## src/rtl/flick_conditioner.sv

```systemverilog
// flick_conditioner
//   Conditions the raw flick push-button for the flasher: two-flop
//   synchroniser, then a four-state debounce FSM that issues a clean level
//   and a one-cycle press strobe. Press and glitch counters are exposed
//   for observability.
//
// Ports
//   clk          in   system clock, rising edge
//   rst          in   synchronous active-high reset
//   btn_raw      in   raw button, asynchronous to clk, may bounce
//   flick        out  debounced button level
//   flick_pulse  out  one-cycle strobe per accepted press
//   press_count  out  accepted presses, wraps 255 -> 0
//   glitch_count out  rejected transitions, saturates at 255
module flick_conditioner #(
  parameter int unsigned DEBOUNCE_CYCLES = 16,
  parameter int unsigned CNT_W           = 5
) (
  input  logic       clk,
  input  logic       rst,
  input  logic       btn_raw,
  output logic       flick,
  output logic       flick_pulse,
  output logic [7:0] press_count,
  output logic [7:0] glitch_count
);

  typedef enum logic [1:0] {
    IDLE      = 2'b00,
    PRESS_CHK = 2'b01,
    HELD      = 2'b10,
    REL_CHK   = 2'b11
  } state_e;

  localparam logic [CNT_W-1:0] CNT_LAST = CNT_W'(DEBOUNCE_CYCLES - 1);

  logic [1:0]       sync_q;
  logic             btn_s;
  state_e           state_q, state_d;
  logic [CNT_W-1:0] cnt_q, cnt_d;
  logic             flick_q, flick_d;
  logic             pulse_q, pulse_d;
  logic [7:0]       press_q, press_d;
  logic [7:0]       glitch_q, glitch_d;
  logic [7:0]       glitch_inc;

  assign btn_s = sync_q[1];

  // Saturating increment; the counter holds at 8'hFF.
  assign glitch_inc = (glitch_q == 8'hFF) ? glitch_q : glitch_q + 8'd1;

  always_ff @(posedge clk) begin
    if (rst) begin
      sync_q   <= '0;
      state_q  <= IDLE;
      cnt_q    <= '0;
      flick_q  <= 1'b0;
      pulse_q  <= 1'b0;
      press_q  <= '0;
      glitch_q <= '0;
    end else begin
      sync_q   <= {sync_q[0], btn_raw};
      state_q  <= state_d;
      cnt_q    <= cnt_d;
      flick_q  <= flick_d;
      pulse_q  <= pulse_d;
      press_q  <= press_d;
      glitch_q <= glitch_d;
    end
  end

  always_comb begin
    state_d  = state_q;
    cnt_d    = cnt_q;
    flick_d  = flick_q;
    pulse_d  = 1'b0;
    press_d  = press_q;
    glitch_d = glitch_q;
    unique case (state_q)
      IDLE: begin
        if (btn_s) begin
          state_d = PRESS_CHK;
          cnt_d   = '0;
        end
      end
      PRESS_CHK: begin
        if (!btn_s) begin
          state_d  = IDLE;
          cnt_d    = '0;
          glitch_d = glitch_inc;
        end else if (cnt_q == CNT_LAST) begin
          state_d = HELD;
          cnt_d   = '0;
          flick_d = 1'b1;
          pulse_d = 1'b1;
          press_d = press_q + 8'd1;
        end else begin
          cnt_d = cnt_q + CNT_W'(1);
        end
      end
      HELD: begin
        if (!btn_s) begin
          state_d = REL_CHK;
          cnt_d   = '0;
        end
      end
      REL_CHK: begin
        if (btn_s) begin
          state_d  = HELD;
          cnt_d    = '0;
          glitch_d = glitch_inc;
        end else if (cnt_q == CNT_LAST) begin
          state_d = IDLE;
          cnt_d   = '0;
          flick_d = 1'b0;
        end else begin
          cnt_d = cnt_q + CNT_W'(1);
        end
      end
      default: begin
        state_d = IDLE;
        cnt_d   = '0;
      end
    endcase
  end

  assign flick        = flick_q;
  assign flick_pulse  = pulse_q;
  assign press_count  = press_q;
  assign glitch_count = glitch_q;

endmodule

```

## config.mk

```make
export PLATFORM = sky130hd
export DESIGN_NAME = flick_conditioner
export DESIGN_NICKNAME = d
export VERILOG_FILES = /design/src/rtl/flick_conditioner.sv
export SDC_FILE = /design/constraint.sdc
export NUM_CORES = 1
export LEC_CHECK = 0
export BUFFER_PORTS_ARGS = -buffer_cell sky130_fd_sc_hd__buf_2
export CORE_ASPECT_RATIO = 1.5
export CORE_MARGIN = 2
export CORE_UTILIZATION = 53
export DETAILED_ROUTE_END_ITERATION = 8
export PLACE_DENSITY = 0.85
export REMOVE_ABC_BUFFERS = 1
export SLEW_MARGIN = 20
export SYNTH_ARGS = -nofsm -noshare
export SYNTH_HDL_FRONTEND = slang
export SYNTH_SLANG_ARGS = --single-unit
```

## constraint.sdc

```tcl
create_clock -name clk -period 1.94 [get_ports clk]
set_clock_uncertainty 0.2 [all_clocks]
set_input_delay 0.388 -clock clk [delete_from_list [all_inputs] [get_ports clk]]
set_output_delay 0.388 -clock clk [all_outputs]
set_load 0.03 [all_outputs]
```

==> results of run 1 <==
==> state kept, by name, indices dropped and copies added, names as in the netlist, named ones only <==
register and count:
glitch_count 8, press_count 8, cnt_q 5, sync_q 2, flick 1, flick_pulse 1
state_q 1
==> per-stage QoR <==
stage               cell area, um2  power, mW  setup TNS (ps)  hold slack [ps]
floorplan                     1174     0.5974               0            213.8
finish                        1376     0.8421               0            60.20
global route                  1376     0.8827               0            45.33
global placement              1318     0.6137               0            215.9
CTS                           1359     0.8521               0            52.26
detailed placement            1318     0.6152          -3.145            229.8
==> placed cells by master, fill, tap and decap left out, drive strengths merged, types with 3 or more instances in the layout <==
cell type  synthesis  layout
nor3               7       7
nand2              7       7
nor4               3       3
nand4              3       3
nor2              16      16
clkbuf             3       4
nand3              9       9
a21oi              9       9
inv                3       3
dfxtp             27      27
o21ai              5       5
ha                 3       3
buf                1      24
xnor2              8       8
==> worst reg2reg max path: cells and delay by family, from the launching register on <==
| family | cells | cell delay, ps |
|---|---|---|
| AO/OA/AOI/OAI | 2 | 290 |
| adder cells (fa/ha/maj) | 1 | 250 |
| flip-flops | 1 | 370 |
| AND/OR/NAND/NOR | 2 | 650 |
==> worst max-delay path by stage <==
stage                                             from  cells past startpoint  slack (ps)                            to
final                     glitch_count[0]$_SDFFE_PP0P_                      5         120  glitch_count[5]$_SDFFE_PP0P_
after global routing      glitch_count[0]$_SDFFE_PP0P_                      5           1  glitch_count[5]$_SDFFE_PP0P_
after CTS                 glitch_count[0]$_SDFFE_PP0P_                      5         100  glitch_count[5]$_SDFFE_PP0P_
after detailed placement         cnt_q[0]$_SDFFE_PP0P_                      5          -3   press_count[5]$_SDFFE_PP0P_
after global placement           cnt_q[0]$_SDFFE_PP0P_                      5         120   press_count[5]$_SDFFE_PP0P_
after floorplan           glitch_count[0]$_SDFFE_PP0P_                      5         100  glitch_count[5]$_SDFFE_PP0P_
==> cell type report <==
| class | instances | area [um2] |
|---|---|---|
| clock buffer | 4 | 26.28 |
| fill | 191 | 804.5 |
| inverter | 3 | 11.26 |
| multi-input combinational | 97 | 639.4 |
| sequential | 27 | 540.5 |
| tap | 23 | 28.78 |
| timing repair buffer | 24 | 130.1 |
==> cell families after synthesis <==
logic type | synth area share
AO/OA/AOI/OAI | 0.1272
multiplexers | 0.01683
buffers and inverters | 0.02313
XOR/XNOR | 0.08939
flip-flops | 0.4543
adder cells (fa/ha/maj) | 0.03155
AND/OR/NAND/NOR | 0.2576
==> routing by layer <==
metal / part of all wire / vias up
met5: 0 / -
met4: 0.024 / 0
met3: 0.038 / 5
met2: 0.52 / 24
met1: 0.41 / 473
li1: - / 523
==> report_power, final <==
part           leakage, nW  switching (mW)  internal (mW)  total, mW
clock               0.0150           0.158         0.0807      0.239
sequential           0.218         0.00475          0.560      0.565
combinational        0.302          0.0251         0.0132     0.0383
total                0.535           0.188          0.654      0.842
==> repair_timing <==
item / 4_1_cts / 5_1_grt
gates resized for setup: 0 / 3
hold buffers: 0 / 0
setup buffers: 2 / 0
endpoints found under the setup margin: 1 / 3
==> impl_results.md, run 1 <==
* Antenna violations before repair at 0
* Final Max Tran Viols at 0
* Clk sinks at 27
* Worst r2r path cells at 5
* CORE AREA at 2181 um2
* Distinct cells, synth at 34
* CP Data Arrival Time at 1890 ps
* Yosys top cell by area: dfxtp_1
* Final Hold Violating Endpoints at 0
* Max_slew headroom at 0.6847
* CP endpoint kind: flop
* Final setup vio count at 0
* Ports at 21
* Worst slack at placement at -3.145 ps
* Worst-path cell chain: ha_1 > nand3_1 > o211ai_4 > or4_1 > a21oi_1
* Vias in the first global route at 954
* Most frequent cells after synthesis: dfxtp_1, nor2_1, a21oi_1, nand3_1
* Met2 usage at 0.3745
* #FFs+latches synth at 27
* Via/cell ratio at 5.758
* GRT Overall Usage at 0.1993
* Post-synth top area share at 0.4543
* Total CTS buffers at 3
* Post-synthesis sequential area ratio at 0.4543
* IR drop worst, VDD at 319.1 uV
* Largest net degree at the start of global routing at 28
* Hold Path Depth at 2
* Crit Path Class: reg -> reg
* Cells after DPL at 172
* FF-to-FF Start: glitch_count[0]$_SDFFE_PP0P_
* Worst hold path startpoint: btn_raw
* HPWL Detailed at 1682 um
* Die Y at 62.03 um
* Area grow syn2layout at 15.67%
* Leakage at 0.5351 nW
* Worst hold-check path type: in -> reg
* Gpl congestion at 0.8284
* Post-synth EDFFs at 0
* IO Port Bufs at 20
* Max Fclk at 548.4 MHz
* Most used DFF post-synth: dfxtp_1
* CTS H-tree depth at 1
* Vias at 1025
* Die area at 2648 um2
* Count leader, synth: dfxtp_1
* Post-DRT Antenna Nets at 0
* Chip Width at 42.69 um
* Wirelength per Cell at 12.85 um
* GRT Residual Overflow at 0
* Worst Path Required at 2010 ps
* Met3 Usage GRT at 0.03468
* Post-route non-filler standard cell count at 178
* Worst-path cell with the longest stage delay: or4_1
* Starting Density at 0.5456
* CTS tree: done
* Crit share post-route at 0.9400
* Hold endpoint: sync_q[0]$_SDFF_PP0_
* Post-Synthesis Cells at 131
* Maxcap violations at 0
* Core Util, Final at 0.6311
* Critical Path Max Stage Delay at 490 ps
* Crit path max-delay family: simple AND/OR/NAND/NOR gates
* Syn avg cell area at 9.083 um2
* Worst-path fanout max at 10
* Area contributors post-synth: dfxtp_1, xnor2_1, nor2_1, a21oi_1, nand3_1
* Final WL at 2288 um
* Synth warnings at 0
* Max Root-Sink Buffers at 2
* Worst-Margin Slew at 472.9 ps
* Inserted Diodes at 0
* R2R Setup Slk at 120 ps
* Reg clk slew, reported paths at 130 ps
* DRT iter0 DRCs at 22
* Post-layout net count at 162
* Post-synthesis instance area at 1190 um2
* Later-pin clock latency in the skew report at 320 ps
* GRT met1 Usage at 0.2058
* Reg-to-Reg End: glitch_count[5]$_SDFFE_PP0P_
* RSZ-0062 raised after global routing: false
* Final WS setup at 116.4 ps
* WP buf/inv at 0
* First-pass GRT wire length at 3926 um
* Drt first pass iters at 4
* CTS Root Cell: clkbuf_4
* Row count at 21
* Fraction of layout cells with a size suffix above 1 at 0.2065
* Async S/R FF share, synth at 0
* Status: finished, final reports clean
* Type of origin of the critical path: flop
* Busiest layer in global routing: met2
* Tmin final at 1824 ps
* # DRC at 0
* Power per cell area at 611.8 nW/um2
(Power assumes the default switching activity.)
==> run 2: changes to the inputs <==
ABC_AREA = 1   (was unset)
CORE_UTILIZATION = 55   (was 53)
PLACE_DENSITY = 0.87   (was 0.85)
==> run 2 against run 1 <==
Effect of this change: utilization fell by 0.15 points; sequential share of layout area down 3.4 points; hold slack worse by 16 ps; cell count increased by 39%; sequential power increased by 0.7%; area after synthesis is 15% higher; critical path depth down 4; clock-buffer cell count is the same; first-iteration DRC count is 50% lower; synthesized cell count increased by 54%; routed wire length increased by 13%.
==> impl_results.md, run 2 <==
* Status: finished, final reports clean
* Gpl congestion at 0.8353
* Maxcap violations at 0
* Worst-path cell with the longest stage delay: dfxtp_1
* DRT iter0 DRCs at 11
* Switch Pwr at 210.3 uW
* Worst-path cell chain: buf_2
* Syn avg cell area at 6.782 um2
* CTS tree: done
* Clk sinks at 27
* Async S/R FF share, synth at 0
* # DRC at 0
* Final Max Tran Viols at 0
* Chip Width at 44.75 um
* Largest net degree at the start of global routing at 22
* Worst Path Required at 1350 ps
* Crit share post-route at 0.8563
* Fraction of layout cells with a size suffix above 1 at 0.1614
* Most frequent cells in the layout: nand2_1, nor2_1, dfxtp_1, buf_2
* Crit Path Class: reg -> out
* Most common cell after layout, fill and taps aside: nand2_1
* Max Fclk at 601.9 MHz
* Clock power frac at 0.279
* Cell internal pwr at 659.2 uW
* Most used DFF post-synth: dfxtp_1
* Max_slew headroom at 0.7482
* Worst slack at placement at 334.7 ps
* Die Y at 65.13 um
* WP buf/inv at 1
* #FFs+latches synth at 27
* GRT Overall Usage at 0.2004
* Hold_buf cts at 0
* Tmin final at 1661 ps
* Post-synthesis sequential area ratio at 0.3945
* Yosys top cell by area: dfxtp_1
* Leakage at 0.6433 nW
* Cells after DPL at 243
* Distinct cells, synth at 24
* Critical Path Max Stage Delay at 490 ps
* Drt first pass iters at 4
* Comb pwr share at 0.066
* CTS Root Cell: clkbuf_4
* Cell area after layout at 1508 um2
* Post-Synthesis Cells at 202
* Post-synth top area share at 0.3945
* Row count at 22
* Type of origin of the critical path: flop
* Total CTS buffers at 3
* Antenna violations before repair at 0
* Via/cell ratio at 5.146
* Setup TNS at 0 ps
* Inserted Diodes at 0
* Final Hold Violating Endpoints at 0
* Power per cell area at 576.7 nW/um2
* Vias in the first global route at 1172
* Met3 Usage GRT at 0.01648
* Area contributors post-synth: dfxtp_1, nand2_1, nor2_1, a21oi_1, inv_1
* Post-synthesis instance area at 1370 um2
* Later-pin clock latency in the skew report at 330 ps
* Final setup vio count at 0
* Reg power frac at 0.655
* First-pass GRT wire length at 4450 um
* Final WL at 2575 um
* Worst-Margin Slew at 377.7 ps
* Vias at 1271
* IO Port Bufs at 20
* GRT met1 Usage at 0.1979
* Wirelength per Cell at 10.43 um
* Max Root-Sink Buffers at 2
* Area grow syn2layout at 10.05%
* Die area at 2914 um2
* CTS H-tree depth at 1
* Post-cts sizing count at 0
* Core Util, Final at 0.6296
* GRT Residual Overflow at 0
* CP endpoint kind: output pin
* RSZ-0062 raised after global routing: false
* Ports at 21
* Count leader, synth: nand2_1
* Switching Share at 0.2418
* Placed Instance Area at 1481 um2
* Worst hold-check path type: in -> reg
* Worst-path fanout max at 7
* Busiest layer in global routing: met2
* Postcts setup bufs at 0
* Met2 usage at 0.3877
* CP Data Arrival Time at 1070 ps
* HPWL Detailed at 1973 um
* IR drop worst, VDD at 417.8 uV
* Starting Density at 0.5721
* Post-synth EDFFs at 0
* Most frequent cells after synthesis: nand2_1, dfxtp_1, nor2_1
* CORE AREA at 2395 um2
* Post-layout net count at 230
* Post-route non-filler standard cell count at 247
* Post-DRT Antenna Nets at 0
* Final WS setup at 278.7 ps
* Reg clk slew, reported paths at 130 ps
* Crit path max-delay family: flip-flops
* Synth warnings at 0
## run 2: changes by cell type in the layout (fill, tap and decap cells not counted), moves of 6 or more
cell / delta
nor2_1: +11
nand2_1: +61
a21oi_1: +8
inv_1: +14
nor3_1: -6
## run 2: logic make-up after synthesis
logic type                 after synthesis  share of synthesized area
buffers and inverters                   23                    0.06940
AOI/OAI and AO/OA                       24                    0.09224
xor gates and xnor gates                 7                    0.04475
DFF                                     27                     0.3945
and+or+nand+nor                        118                     0.3717
adders and majority gates                3                    0.02740
## run 2: layer usage
layer	part of all wire	wire, um
met5	0	0
met4	0.023	59
met3	0.026	66
met2	0.54	1401
met1	0.41	1048
## run 2: path summary, 6_finish.rpt
check                                                  start                     endpoint  slack [ps]  cells past startpoint
worst max register to register         cnt_q[0]$_SDFFE_PP0P_  press_count[3]$_SDFFE_PP0P_         330                      7
worst min register to register          sync_q[0]$_SDFF_PP0_         sync_q[1]$_SDFF_PP0_         220                      2
worst min-delay path                                 btn_raw         sync_q[0]$_SDFF_PP0_          40                      3
worst max-delay path            glitch_count[2]$_SDFFE_PP0P_              glitch_count[2]         280                      1
## run 2: area by class of cell
class                   instances  area (um2)
fillers                       232       887.1
multi-input cells             152       734.5
flip-flops and latches         27       540.5
repair buffers                 20       100.1
inverters                      20       76.32
well taps                      24       30.03
clock buffers                   4       26.28
## run 2: worst register-to-register path: stages, from the launching register on
cell and delay, ps:
dfxtp_1 400, ha_1 210, nand3_2 120, nor2_4 140, nand2_2 170, clkinv_2 140
nand2_1 60, a21oi_1 120
## run 2: power groups by stage
stage	Clock (mW)	Sequential (mW)	Combinational, mW
global placement	0	0.581	0.0570
CTS	0.255	0.570	0.0581
floorplan	0	0.585	0.0345
detailed placement	0	0.582	0.0579
global route	0.267	0.571	0.0665
finish	0.243	0.569	0.0574
## run 2: per-stage QoR
stage	power [mW]	hold slack, ps
floorplan	0.6197	188.3
global placement	0.6383	189.4
detailed placement	0.6396	196.2
global route	0.9049	62.49
CTS	0.8828	30.26
finish	0.8695	43.80
==> run 3: changes to the inputs <==
CORE_MARGIN = unset   (was 2)
==> run 3 against run 2 <==
Effect of this change: power up 0.94%; critical endpoint unchanged; sequential share of layout area down 0.15 points; cell count unchanged; via count down 0.79%; critical path type unchanged; combinational power up 3%; worst setup slack better by 6.6 ps; register-to-register slack about the same; hold slack worse by 8.4 ps.
==> impl_results.md, run 3 (synthesis gave the netlist of run 2 again) <==
* Final WL at 2563 um
* FF-to-FF Start: cnt_q[0]$_SDFFE_PP0P_
* CTS H-tree depth at 1
* Worst-Margin Slew at 346.4 ps
* HPWL Detailed at 1996 um
* CORE AREA at 2286 um2
* CTS Root Cell: clkbuf_4
* First-pass GRT wire length at 4436 um
* Tmin final at 1655 ps
* Power per cell area at 579.7 nW/um2
* RSZ-0062 raised after global routing: false
* CTS tree: done
* Total CTS buffers at 3
* IR drop worst, VDD at 547.6 uV
* Maxcap violations at 0
* Leakage at 0.6481 nW
* Final setup vio count at 0
* Worst hold-check path type: in -> reg
* Critical Path Max Stage Delay at 480 ps
* Later-pin clock latency in the skew report at 340 ps
* Most common cell after layout, fill and taps aside: nand2_1
* Worst slack at placement at 352.2 ps
* Worst-path cell with the longest stage delay: dfxtp_1
* IO Port Bufs at 20
* Die Y at 63.13 um
* Die area at 2699 um2
* GRT Residual Overflow at 0
* Reg clk slew, reported paths at 140 ps
* WP buf/inv at 1
* Hold_buf cts at 0
* Gpl congestion at 0.8297
* Reg-to-Reg End: press_count[4]$_SDFFE_PP0P_
* Drt first pass iters at 4
* Crit Path Class: reg -> out
* Post-cts sizing count at 0
* Final Max Tran Viols at 0
* Crit share post-route at 0.8529
* Core Util, Final at 0.6623
* Inserted Diodes at 0
* Worst hold path startpoint: btn_raw
* Type of origin of the critical path: flop
* Vias at 1261
* Chip Width at 42.75 um
* Hold endpoint: sync_q[0]$_SDFF_PP0_
* DRT iter0 DRCs at 37
* Largest net degree at the start of global routing at 15
* Postcts setup bufs at 0
* Final Hold Violating Endpoints at 0
* Vias in the first global route at 1119
* Status: finished, final reports clean
* Hold Path Depth at 3
* Most frequent cells in the layout: nand2_1, nor2_1, dfxtp_1, buf_2
* Area grow syn2layout at 10.50%
* Ports at 21
* Via/cell ratio at 5.105
* Max_slew headroom at 0.7682
* Max Fclk at 604.3 MHz
* Wirelength per Cell at 10.38 um
* GRT Overall Usage at 0.2142
* CP Data Arrival Time at 1070 ps
* Worst-path fanout max at 7
* Post-layout net count at 231
* Row count at 21
* Cell area after layout at 1514 um2
* # DRC at 0
* Placed Instance Area at 1488 um2
* Worst-path cell chain: buf_2
* Max Root-Sink Buffers at 2
* Antenna violations before repair at 0
* Worst Path Required at 1350 ps
* Worst r2r path cells at 7
* Post-DRT Antenna Nets at 0
* Clk sinks at 27
* Starting Density at 0.5993
* Crit path max-delay family: flip-flops
* R2R Setup Slk at 320 ps
* CP endpoint kind: output pin
* Final WS setup at 285.3 ps
* Fraction of layout cells with a size suffix above 1 at 0.1652
* Setup TNS at 0 ps
run 3: changes by cell type in the layout (fill, tap and decap cells not counted), sizes merged:
cell  before  now
buf       20   21
run 3: metrics by stage:
stage	total power, mW	cells	hold slack, ps
finish	0.8777	247	35.43
global route	0.9127	247	29.99
CTS	0.8874	247	25.80
detailed placement	0.6416	243	195.2
global placement	0.6402	243	189.5
floorplan	0.6197	199	188.3
run 3: worst max-delay path by stage:
stage / from / endpoint / slack, ps / depth (start not counted)
floorplan: glitch_count[1]$_SDFFE_PP0P_ / glitch_count[4]$_SDFFE_PP0P_ / 330 / 7
global placement: cnt_q[0]$_SDFFE_PP0P_ / press_count[5]$_SDFFE_PP0P_ / 410 / 7
detailed placement: cnt_q[0]$_SDFFE_PP0P_ / press_count[4]$_SDFFE_PP0P_ / 350 / 7
CTS: glitch_count[2]$_SDFFE_PP0P_ / glitch_count[2] / 280 / 1
global route: cnt_q[0]$_SDFFE_PP0P_ / press_count[4]$_SDFFE_PP0P_ / 170 / 7
finish: glitch_count[2]$_SDFFE_PP0P_ / glitch_count[2] / 290 / 1
run 3: metal layers:
layer  GRT usage  vias up  part of all wire
li1            -      674                 -
met1      0.2112      563              0.43
met2      0.3996       19              0.52
met3     0.02006        5             0.021
met4      0.1406        0             0.026
met5           0        -                 0
run 3: worst min-delay path: stages:
cell    delay (ps)
buf_2          100
inv_1           40
nor2_1          30
run 3: report_power, final:
part,leakage (nW),switching (mW),total [mW],internal [mW]
combinational,0.415,0.0415,0.0592,0.0178
sequential,0.218,0.00761,0.570,0.562
clock,0.0150,0.168,0.249,0.0810
total,0.648,0.217,0.878,0.661
run 3: cell type report:
type / instances / area [um2]
fillers: 210 / 772.0
flip-flops and latches: 27 / 540.5
multi-input cells: 152 / 734.5
inverters: 20 / 76.32
well taps: 23 / 28.78
clock buffers: 4 / 26.28
repair buffers: 21 / 107.6
